File: src/rtl/demux8x32_pkg.sv
// demux8x32_pkg: shared widths for the 8-channel 32-bit handshake demux
package demux8x32_pkg;
  localparam int DW    = 32;
  localparam int NCH   = 8;
  localparam int SEL_W = 3;
  localparam int CNT_W = 16;
endpackage

File: src/rtl/demux8x32_hs_slot.sv
// demux_slot: one-entry valid/data buffer with load, drain and flush
module demux_slot
  import demux8x32_pkg::*;
(
  input  logic          clk,
  input  logic          clrn,
  input  logic          flush,
  input  logic          load,
  input  logic          drain,
  input  logic [DW-1:0] din,
  output logic          valid,
  output logic [DW-1:0] data
);
  logic          valid_q, valid_d;
  logic [DW-1:0] data_q, data_d;
  // a load in the same cycle as a drain keeps the slot full with the new word
  always_comb begin
    valid_d = flush ? 1'b0 : (load | (valid_q & ~drain));
    data_d  = (load & ~flush) ? din : data_q;
  end
  always_ff @(posedge clk or negedge clrn) begin
    if (!clrn) begin
      valid_q <= 1'b0;
      data_q  <= '0;
    end else begin
      valid_q <= valid_d;
      data_q  <= data_d;
    end
  end
  assign valid = valid_q;
  assign data  = data_q;
endmodule

File: src/rtl/demux8x32_hs.sv
// demux8x32_hs: 1-to-8 valid/ready demux of 32-bit words into one-entry channel buffers
// DEMUX8X32_XFER_CNT_EN enables the accepted-transfer counter on xfer_cnt
module demux8x32_hs
  import demux8x32_pkg::*;
(
  input  logic             clk,
  input  logic             clrn,
  input  logic             flush,
  input  logic             in_valid,
  output logic             in_ready,
  input  logic [SEL_W-1:0] in_sel,
  input  logic [DW-1:0]    in_data,
  output logic [NCH-1:0]   out_valid,
  input  logic [NCH-1:0]   out_ready,
  output logic [DW-1:0]    y0,
  output logic [DW-1:0]    y1,
  output logic [DW-1:0]    y2,
  output logic [DW-1:0]    y3,
  output logic [DW-1:0]    y4,
  output logic [DW-1:0]    y5,
  output logic [DW-1:0]    y6,
  output logic [DW-1:0]    y7,
  output logic [CNT_W-1:0] xfer_cnt
);
  logic          accept;
  logic [DW-1:0] y_arr [NCH];
  always_comb begin
    in_ready = ~flush & (~out_valid[in_sel] | out_ready[in_sel]);
    accept   = in_valid & in_ready;
  end
  for (genvar i = 0; i < NCH; i++) begin : g_slot
    demux_slot u_slot (
      .clk   (clk),
      .clrn  (clrn),
      .flush (flush),
      .load  (accept && (in_sel == SEL_W'(i))),
      .drain (out_ready[i]),
      .din   (in_data),
      .valid (out_valid[i]),
      .data  (y_arr[i])
    );
  end
  assign y0 = y_arr[0];
  assign y1 = y_arr[1];
  assign y2 = y_arr[2];
  assign y3 = y_arr[3];
  assign y4 = y_arr[4];
  assign y5 = y_arr[5];
  assign y6 = y_arr[6];
  assign y7 = y_arr[7];
`ifdef DEMUX8X32_XFER_CNT_EN
  logic [CNT_W-1:0] cnt_q, cnt_d;
  always_comb cnt_d = flush ? '0 : cnt_q + CNT_W'(accept);
  always_ff @(posedge clk or negedge clrn) begin
    if (!clrn) cnt_q <= '0;
    else       cnt_q <= cnt_d;
  end
  assign xfer_cnt = cnt_q;
`else
  assign xfer_cnt = '0;
`endif
endmodule

File: config.mk
export PLATFORM = sky130hd
export DESIGN_NAME = demux8x32_hs
export DESIGN_NICKNAME = d
export VERILOG_FILES = /design/src/rtl/demux8x32_pkg.sv /design/src/rtl/demux8x32_hs_slot.sv /design/src/rtl/demux8x32_hs.sv
export SDC_FILE = /design/constraint.sdc
export NUM_CORES = 1
export LEC_CHECK = 0
export CAP_MARGIN = 20
export CORE_ASPECT_RATIO = 1.5
export CORE_MARGIN = 5
export CORE_UTILIZATION = 50
export CTS_BUF_LIST = sky130_fd_sc_hd__clkbuf_8
export CTS_CLUSTER_SIZE = 24
export DETAILED_ROUTE_END_ITERATION = 7
export GPL_TIMING_DRIVEN = 0
export MAX_ROUTING_LAYER = met4
export PLACE_DENSITY = 0.85
export SETUP_SLACK_MARGIN = 0.4
export SLEW_MARGIN = 10
export SYNTH_ARGS = -nofsm -noshare
export SYNTH_HDL_FRONTEND = slang
export SYNTH_SLANG_ARGS = --single-unit
File: constraint.sdc
create_clock -name clk -period 4.5 [get_ports clk]
set_input_delay 0.675 -clock clk [delete_from_list [all_inputs] [get_ports clk]]
set_output_delay 0.675 -clock clk [all_outputs]
set_load 0.02 [all_outputs]
Word-level counts from Yosys, hierarchy flattened
Cells that the tools add are included.
Widths: inputs -> output; s select.
- $lt $le $gt $ge: 1
- eq/ne operators: 7
- mux-type cells: 12
- bitwise logic cells: 37
- reduce and logical (&&, ||, !) cells: 9
- operators by type and width (kind ; count):
    $and 1x1->1 ; 18
    $eq 3x3->1 const B ; 4
    $mux 1 ; 10
    $not 1->1 ; 10
    $or 1x1->1 ; 9
    $logic_and 1x1->1 ; 8
    $bmux 1 s3 ; 2
    $eq 3x2->1 const B ; 2
    $lt 3x4->1 const B ; 1
    $eq 3x1->1 const B ; 1
    $logic_not 3->1 ; 1
- flip-flop bits (word level): 264
- bits of input ports: 47
- output and inout port bits: 281
- word-level logic and storage cells: 82

Logic depth before layout (Yosys ltp)
- word-level depth: 9
- mapped depth: 5
- mapped depth without buffers: 3

Hierarchy
Synthesis repeated with hierarchy kept, for this count alone.
- cell total of the unflattened synthesis: 631
- area total of the unflattened synthesis: 11519.8 µm²
- modules (own cells, without submodules) (module ; times used ; cells each ; area each (µm²) ; sequential area each (µm²)):
    demux_slot ; 8 ; 73 ; 1398.8 ; 825.8
    demux8x32_hs ; 1 ; 47 ; 329.1 ; 0.0

Worst setup path after synthesis
No wires, ideal clock.
- path type: input -> output
- start point: input in_sel[1]
- end point: output in_ready
- arrival time: 2197 ps
- required time: 3825 ps
- slack: 1628 ps
- cell stages on the path: 3
- buffers on the path: 1
- cell sequence: buf_2 > mux4_2 > o311ai_0
- word-level cells in the longest chain between the ends: 5
- elaborated cells on any way between the ends: 7
- classes of those cells: 4 x mux; 3 x bitwise
- ends and longest elaborated chain (item ; line ; source):
    start, declared ; demux8x32_hs.sv:11 ; input logic [SEL_W-1:0] in_sel,
    $bmux 1 s3 ; demux8x32_hs.sv:28 ; in_ready = ~flush & (~out_valid[in_sel] | out_ready[in_sel]);
    $mux 1 (not written as such) ; demux8x32_hs.sv:28 ;
    $not 1->1 ; demux8x32_hs.sv:28 ;
    $or 1x1->1 * ; demux8x32_hs.sv:28 ;
    $and 1x1->1 * ; demux8x32_hs.sv:28 ;
    end, declared ; demux8x32_hs.sv:10 ; output logic in_ready,
Mark *: on every way between the ends. The rest lies on a longest branch, timed or not. The select of a mux whose other input is x is not followed.

Worst setup path after layout
Same ends and word-level chain as after synthesis.

==> impl_results.md <==
* Status: completed
* Most frequent cells in the layout: clkdlybuf4s50_1 (309), dfrtp_1 (264), mux2_2 (238)
* Diode count at 0
* Setup WS post-layout at 764 ps
* Sw frac at 31.5%
* Cell Area, Placed at 0.0139 mm²
* Worst IR Drop VDD at 0.000386 V
* Period utilisation layout at 83.0%
* Wire per inst at 22.1 µm
* Vias in the first global route at 7404
* Die ar. at 0.0237 mm²
* Reg-to-reg startpoint: g_slot[2].u_slot.valid$_DFF_PN0_
* I/O Pins at 328
* Fillcell total at 1328
* Root buf cell: clkbuf_8
* Crit path DAT at 3060 ps
* Clock network fraction of design power at 24.1%
* Antenna violations before repair at 0
* CP most frequent cell: clkdlybuf4s50_1
* CTS Hold Bufs at 0
* # Post-CTS Setup Buffers at 0
* Family with the most delay on the worst path: buffers and inverters
* Yosys cell types at 31
* Maxcap violations at 0
* Data required time of the worst path at 3830 ps
* Clock sinks at 264
* CP startpoint kind: primary input
* Total gr overflow at 0
* Syn Area/Cell at 16.8 µm²
* RSZ-0062 raised after global routing: false
* Commonest non-fill, non-tap cell in the layout: clkdlybuf4s50_1
* FF+latch count, synth at 264
* Total Wirelength at 28000 µm
* Final setup fails at 0
* Yosys Warn Count at 0
* Net Switching at 2.41 mW
* Post-synthesis cell count at 615
* Chip width at 127 µm
* RePlAce Congestion at 0.787
* Mapped Area at 0.0103 mm²
* Crit path cell chain: clkdlybuf4s50_1 > buf_2 > mux4_2 > o311ai_0 > clkdlybuf4s50_1
* Final Max Slew Viols at 0
* Number of I/O port buffers at 310
* Highest clock rate at 0.268 GHz
* Routed Antenna Nets at 0
* First-pass GRT wire length at 43400 µm
* Register area share after synthesis at 63.9%
* Final instance area at 0.0146 mm²
* Crit Path Max Fanout at 10
* CTS tree: yes
* Int Pwr at 5.24 mW
* Crit-path slowest cell: clkdlybuf4s50_1
* Core Area at 0.0204 mm²
* Pleak at 6.44 nW
* Avg Vias per Cell at 5.21
* Combinational Power Share at 34.2%
* Area grow syn2layout at 41.4%
* Bufs and invs on worst path at 3
* R2R Path End: g_slot[0].u_slot.data[19]$_DFFE_PN0P_
* Worst slack, placed at 738 ps
* Final Core Density at 71.6%
* First drt pass iteration count at 4
* Non-filler cells, final at 1268
* DP Wirelength at 20300 µm
* Min cycle time layout at 3740 ps
* 1st-iter DRT viols at 227
* Crit Path Class: primary input to primary output
* R2R setup slack at 2450 ps
* Buffer depth of the longest clock path at 3
* PwrDens at 523 mW/mm²
* Clk slew on worst S/H paths at 60 ps
* Clock Latency Late Sink at 520 ps
* Layout cells sized above 1 at 36.2%
* Starting Density at 50.6%
* DRC viols at 0
* Worst Setup SP: in_sel[1]
* Flop pwr share at 41.8%
* Hold crit path type: primary input to async pin
* Final hold viol count at 0
* H-tree depth at 2
* Cell Rows at 64
* Setup Skew at 18.7 ps
* Placed cell count at 1206
* Global Route Usage Sum at 24.6%
* Worst Hold Slack at 47.0 ps
* Die height at 186 µm
* Cts repair resizes at 0
* Nets at 1030
* Worst-Margin Slew at 684 ps
* Cell depth of the worst setup path at 5
* CP endpoint kind: primary output
* Cells on worst reg2reg path at 4
* Number of CTS-inserted buffers at 39
* Critical path capture point: in_ready
* Vias at 6606
* Largest net degree at the start of global routing at 113
* Slew headroom at 54.2%
* Worst path max stage delay at 680 ps
[worst min path at each step]
stage	startpoint	to	slack, ps	depth (start not counted)
2_1_floorplan	clrn	g_slot[0].u_slot.data[0]$_DFFE_PN0P_	380	0
3_3_place_gp	g_slot[2].u_slot.data[27]$_DFFE_PN0P_	g_slot[2].u_slot.data[27]$_DFFE_PN0P_	470	1
3_5_place_dp	g_slot[7].u_slot.data[31]$_DFFE_PN0P_	g_slot[7].u_slot.data[31]$_DFFE_PN0P_	480	1
4_1_cts	clrn	g_slot[2].u_slot.data[23]$_DFFE_PN0P_	30	1
5_1_grt	clrn	g_slot[2].u_slot.data[23]$_DFFE_PN0P_	40	1
6_report	clrn	g_slot[2].u_slot.data[23]$_DFFE_PN0P_	50	1
[worst register-to-register path: stages, from the launching register on]
cell and delay [ps]:
dfrtp_1 400, and3b_1 250, nor4b_4 650, buf_6 270
mux2_2 360
[stage by stage]
step                total power [mW]  TNS [ps]
finish                          7.65         0
global route                    8.01         0
CTS                             7.72         0
detailed placement              5.86         0
global placement                5.78  -2181200
floorplan                       4.40         0
[power by group through the flow]
stage                     Clock, mW  Sequential [mW]  Combinational [mW]
after floorplan                   0             3.88               0.528
after global placement            0             3.20                2.58
after detailed placement          0             3.23                2.63
after CTS                      1.89             3.19                2.64
after global routing           2.01             3.27                2.74
final                          1.84             3.19                2.61
[synthesized netlist by cell type]
cell / count / area (µm²)
buf_4: 27 / 203
nor2b_1: 6 / 37.5
mux2_1: 9 / 101
nand2_1: 1 / 3.75
and4bb_2: 1 / 12.5
and3b_1: 2 / 17.5
nor3b_1: 1 / 7.51
mux2_2: 238 / 2680
a31oi_1: 2 / 12.5
nand4_4: 2 / 42.5
or3b_2: 1 / 8.76
nand3_1: 2 / 10.0
nand3b_1: 2 / 15.0
dfrtp_1: 264 / 6610
o21a_1: 3 / 22.5
o2111ai_1: 1 / 8.76
nor2_1: 2 / 7.51
buf_6: 12 / 135
a21oi_1: 3 / 15.0
nand4_1: 1 / 6.26
buf_2: 12 / 60.1
nor3b_4: 1 / 18.8
conb_1: 1 / 3.75
nand2b_1: 3 / 18.8
nor4b_4: 3 / 71.3
o311ai_0: 1 / 8.76
a2111o_1: 1 / 11.3
mux4_2: 1 / 22.5
mux2_4: 9 / 135
inv_1: 1 / 3.75
nor3b_2: 2 / 25.0
[logic make-up after synthesis]
kind of cell	share of synthesized area [%]
multiplexers	28.4
AND/OR/NAND/NOR	2.93
AO/OA/AOI/OAI	0.763
other	0.0363
buffers and inverters	3.89
flip-flops	63.9
[state kept, by name, indices dropped and copies added, names as in the netlist]
register / flops
g_slot.u_slot.data: 256
g_slot.u_slot.valid: 8
[layout make-up]
type                       instances  area (µm²)  share of cell area, %
clock buffer                      46         633                   4.33
tap                              264         330                   2.26
timing repair buffer             312        3160                   21.6
inverter                           1        3.75                 0.0257
buffer                            51         398                   2.72
multi-input combinational        314        3380                   23.1
clock inverter                    16        97.6                  0.668
sequential                       264        6610                   45.2
[layer usage]
| metal | GRT usage, % | vias to the layer above | part of all wire (%) | wire length [µm] |
|---|---|---|---|---|
| met1 | 27.1 | 3371 | 35 | 9910 |
| met4 | 8.93 | 0 | 2.9 | 820 |
| met2 | 41.6 | 294 | 52 | 14600 |
| met5 | - | - | 0 | 0 |
| met3 | 8.07 | 57 | 9.5 | 2650 |
| li1 | - | 2884 | - | - |
Note: power is estimated with default switching activity, not from simulation.
